[config.mk]
export PLATFORM = sky130hd
export DESIGN_NAME = alu_flags_unit
export DESIGN_NICKNAME = d
export VERILOG_FILES = /design/src/rtl/alu_flags_unit.sv
export SDC_FILE = /design/constraint.sdc
export NUM_CORES = 1
export LEC_CHECK = 0
export BUFFER_PORTS_ARGS = -buffer_cell sky130_fd_sc_hd__buf_2
export CORE_MARGIN = 5
export CORE_UTILIZATION = 45
export CTS_BUF_LIST = sky130_fd_sc_hd__clkbuf_2 sky130_fd_sc_hd__clkbuf_4 sky130_fd_sc_hd__clkbuf_8
export DETAILED_ROUTE_END_ITERATION = 8
export PLACE_DENSITY_LB_ADDON = 0.2
export SYNTH_ARGS = -nofsm -noshare
export SYNTH_HDL_FRONTEND = slang
export SYNTH_SLANG_ARGS = --single-unit
export TNS_END_PERCENT = 20
[constraint.sdc]
create_clock -name clk -period 4.05 [get_ports clk]
set_input_delay 0.405 -clock clk [delete_from_list [all_inputs] [get_ports clk]]
set_output_delay 0.405 -clock clk [all_outputs]
set_load 0.02 [all_outputs]
[src/rtl/alu_flags_unit.sv]
// alu_flags_unit: latches ALU result/flags, evaluates branch conditions and sequences chained carry/zero; define FLAGS_BYPASS_EN to forward flags_in to cond_true/carry_to_alu
module alu_flags_unit #(
  parameter int MAX_LEN_W = 3
) (
  input  logic                 clk,
  input  logic                 rst,
  input  logic [7:0]           result_in,
  input  logic [3:0]           flags_in,
  input  logic                 we_result,
  input  logic                 we_flags,
  input  logic                 carry_init,
  input  logic                 chain_start,
  input  logic [MAX_LEN_W-1:0] chain_len,
  input  logic [3:0]           cond,
  output logic [7:0]           result_q,
  output logic [3:0]           flags_q,
  output logic                 carry_to_alu,
  output logic                 cond_true,
  output logic                 chain_busy,
  output logic                 chain_done
);
  typedef enum logic {IDLE, CHAIN} state_t;
  state_t state, state_n;
  logic [MAX_LEN_W-1:0] cnt, cnt_n;
  logic first, first_n, count_byte, last_byte, z_in;
  logic [3:0] flags_new, flags_n, cf;
  logic [15:0] ct;
  always_comb begin
    count_byte = state == CHAIN && we_flags && !chain_start;
    last_byte = count_byte && cnt == '0;
    z_in = first ? flags_in[0] : flags_q[0] & flags_in[0];
    flags_new = count_byte ? {flags_in[3:1], z_in} : flags_in;
    flags_n = we_flags ? flags_new : flags_q;
    state_n = chain_start ? CHAIN : last_byte ? IDLE : state;
    cnt_n = chain_start ? chain_len : (count_byte && cnt != '0) ? cnt - 1'b1 : cnt;
    first_n = chain_start ? 1'b1 : count_byte ? 1'b0 : first;
`ifdef FLAGS_BYPASS_EN
    cf = we_flags ? flags_new : flags_q;
    carry_to_alu = (state == IDLE || first) ? carry_init : we_flags ? flags_in[1] : flags_q[1];
`else
    cf = flags_q;
    carry_to_alu = (state == IDLE || first) ? carry_init : flags_q[1];
`endif
    ct = {3'b000, 1'b1, ~cf[1] | cf[0], cf[1] & ~cf[0], ~(cf[2] ^ cf[3]), cf[2] ^ cf[3],
          ~cf[3], cf[3], ~cf[2], cf[2], ~cf[1], cf[1], ~cf[0], cf[0]};
    cond_true = ct[cond];
    chain_busy = state == CHAIN;
  end
  always_ff @(posedge clk) begin
    if (rst) begin
      result_q <= '0;
      flags_q <= '0;
      state <= IDLE;
      cnt <= '0;
      first <= 1'b0;
      chain_done <= 1'b0;
    end else begin
      if (we_result) result_q <= result_in;
      flags_q <= flags_n;
      state <= state_n;
      cnt <= cnt_n;
      first <= first_n;
      chain_done <= last_byte;
    end
  end
endmodule

==> load_flow_metrics.sql <==
INSERT INTO impl_metrics (metric_group, metric, value, unit) VALUES
('finish', 'layout-area-overhead-vs-synth', '27.5', '%'),
('synthesis', 'netlist_top_cells_area', 'dfxtp_1, mux2i_1, nor2_1', ''),
('synthesis', 'synth_top_area_share', '43.0', '%'),
('critical_path', 'worst_setup_path_start_kind', 'flip-flop', ''),
('clock_tree', 'cts-root-to-sink-buffers', '2', ''),
('synthesis', 'asyncSetResetFlopFracSynth', '0', '%'),
('die', 'placement_rows', '15', ''),
('timing', 'finalWorstPathRequiredPeriod', '1.83', 'ns'),
('timing', 'timing.hold.ws', '0.350', 'ns'),
('critical_path', 'critPathMostFrequentCell', 'mux2i_1', ''),
('die', 'die_area', '2820', 'um^2'),
('route', 'total_via_count_after_detailed_routing', '747', ''),
('power_and_ir_drop', 'leakage', '0.534', 'nW'),
('synthesis', 'synth_fp_nets', '118', ''),
('timing', 'fin_ws', '2.22', 'ns'),
('finish', 'proportion_of_layout_cells_with_a_drive_suffix_above_1', '35.4', '%'),
('critical_path', 'crit_family', 'flip-flops', ''),
('synthesis', 'yosys_warn_count', '0', ''),
('synthesis', 'netlist_top_cells_count', 'dfxtp_1, nor2_1, mux2i_1', ''),
('synthesis', 'yosys_register_bits', '18', ''),
('grt', 'maximum_number_of_pins_on_one_net_before_global_route_repair', '19', ''),
('clock_tree', 'clock_tree_from_tritoncts', 'done', ''),
('finish', 'finish.cell_count_without_fillers', '155', ''),
('clock_tree', 'cts_hold_buf', '0', ''),
('synthesis', 'yosys.cell_count.top_type', 'dfxtp_1', ''),
('timing', 'finalMaxSlewViolations', '0', ''),
('clock_tree', 'ctsHtreeMaxLevel', '1', ''),
('run', 'drv_cap', '0', ''),
('route', 'route.final.wire_length', '1840', 'um'),
('grt', 'number_of_antenna_violations_at_the_first_check_in_global_routing', '0', ''),
('route', 'drt_first_pass_iters', '3', ''),
('critical_path', 'critical-path-slowest-cell', 'dfxtp_1', ''),
('die', 'dieWidth', '53.1', 'um'),
('timing', 'worstMarginPinSlew', '0.344', 'ns'),
('critical_path', 'critPathCaptureType', 'output port', ''),
('clock_tree', 'cts.reportedPaths.clkPinSlew', '0.09', 'ns'),
('route', 'drcViolationCount', '0', ''),
('critical_path', 'critPathKind', 'flip-flop to output port', ''),
('placement', 'pre_cts_ws', '2.36', 'ns'),
('synthesis', 'synth_enable_flop_cells', '0', ''),
('finish', 'num-nets-final', '159', ''),
('critical_path', 'cp_max_fo', '4', ''),
('placement', 'hpwlAfterDp', '1460', 'um'),
('timing', 'grt_setup_unrepaired', 'false', ''),
('route', 'detail_route.wl_per_cell', '11.8', 'um'),
('placement', 'dpl-instance-area', '1040', 'um^2'),
('timing', 'hold_viol_final', '0', ''),
('die', 'initial_core_util', '48.0', '%'),
('grt', 'gr-total-overflow', '0', ''),
('synthesis', 'ys.flop_type', 'dfxtp_1', ''),
('synthesis', 'yosysUniqueCellTypes', '27', ''),
('grt', 'global_route_wire_length_before_repair', '2910', 'um'),
('status', 'run_status', 'complete, no violations', ''),
('route', 'ant_nets', '0', ''),
('timing', 'setup_total_negative_slack', '0', 'ns'),
('synthesis', 'library_cell_with_the_largest_summed_area_after_synthesis', 'dfxtp_1', ''),
('finish', 'filler_cell_count', '159', ''),
('critical_path', 'path_cells', 'mux2i_1, a22oi_1, o21ai_0, mux2i_1, buf_2', ''),
('die', 'placeableCoreArea', '1750', 'um^2'),
('power_and_ir_drop', 'internal_power', '0.000257', 'W'),
('power_and_ir_drop', 'clock_power_share', '23.5', '%'),
('critical_path', 'worst_path_arrival_time', '1.42', 'ns'),
('critical_path', 'cp.buffers_inverters', '1', ''),
('power_and_ir_drop', 'cellPowerDensity', '336', 'nW/um^2'),
('timing', 'period_utilization_post_route', '45.1', '%'),
('worst_hold_path', 'hp-class', 'primary input to flip-flop', ''),
('power_and_ir_drop', 'irDropWorstVdd', '0.212', 'mV'),
('route', 'viasPerCell', '4.82', ''),
('timing', 'timing.slew.headroom', '77.1', '%'),
('grt', 'grt_usage', '13.8', '%'),
('clock_tree', 'post_cts_buffers', '0', '');
==> area by class of cell <==
cell class / count / area, um^2 / area share [%]
Sequential cell: 18 / 360 / 33.8
Timing Repair Buffer: 40 / 200 / 18.8
Inverter: 4 / 15.0 / 1.41
Multi-Input combinational cell: 65 / 438 / 41.0
Tap cell: 25 / 31.3 / 2.93
Clock buffer: 3 / 22.5 / 2.11
==> worst min-delay path, cell delays in order <==
cell and delay, ns:
buf_2 0.07, mux2i_1 0.05, nor2_1 0.07
==> placed cells by master, fill, tap and decap left out, types with 2 or more instances in the layout <==
| master | count |
|---|---|
| o21a_1 | 2 |
| nand2_1 | 3 |
| nand3b_1 | 2 |
| o21ai_0 | 2 |
| nor2_1 | 16 |
| a21oi_1 | 4 |
| buf_2 | 40 |
| inv_1 | 3 |
| mux2i_1 | 15 |
| nor2b_1 | 3 |
| clkbuf_4 | 3 |
| ha_1 | 2 |
| dfxtp_1 | 18 |
| o21ai_1 | 2 |
| nor3_1 | 4 |
==> kinds of logic (layout without fill, tap and decap cells) <==
family	count (synthesis)	after routing	synth area share, %
adders and majority gates	2	2	2.99
xor gates and xnor gates	1	1	1.05
and+or+nand+nor	33	33	19.6
AOI/OAI and AO/OA	13	13	9.42
muxes	16	16	19.3
DFF	18	18	43.0
buffers and inverters	8	47	4.63
==> metal layers <==
| metal | global-route usage [%] | share of wire [%] | vias up |
|---|---|---|---|
| met3 | 3.38 | 5.1 | 2 |
| met5 | 0 | 0 | - |
| met1 | 16.8 | 46 | 334 |
| met4 | 5.11 | 0.65 | 0 |
| met2 | 23.3 | 49 | 22 |
| li1 | - | - | 389 |
==> per-stage QoR <==
| stage | utilization [%] | total power (W) |
|---|---|---|
| floorplan | - | 0.000250 |
| global placement | 59.9 | 0.000276 |
| detailed placement | 59.9 | 0.000279 |
| CTS | 61.1 | 0.000364 |
| global route | 61.1 | 0.000381 |
| finish | 61.1 | 0.000359 |
==> power groups by stage <==
stage / clock [W] / sequential [W] / combinational (W)
2_1_floorplan: 0 / 0.000209 / 0.0000413
3_5_place_dp: 0 / 0.000200 / 0.0000788
5_1_grt: 0.0000968 / 0.000198 / 0.0000866
4_1_cts: 0.0000892 / 0.000196 / 0.0000789
6_report: 0.0000845 / 0.000196 / 0.0000782
3_3_place_gp: 0 / 0.000200 / 0.0000766
==> flip-flops by register name, indices dropped and copies added, names as in the netlist <==
register,count
chain_busy,1
flags_q,4
result_q,8
first,1
cnt,3
chain_done,1
==> worst paths after layout <==
check / to / slack [ns] / startpoint / cells after the start
max: cond_true / 2.22 / flags_q[3] / 5
min: flags_q[2] / 0.35 / flags_in[2] / 3
max reg2reg: cnt[0] / 2.52 / cnt[0] / 5
min reg2reg: result_q[4] / 0.50 / result_q[4] / 2
Power figures use the tool's default switching activity.
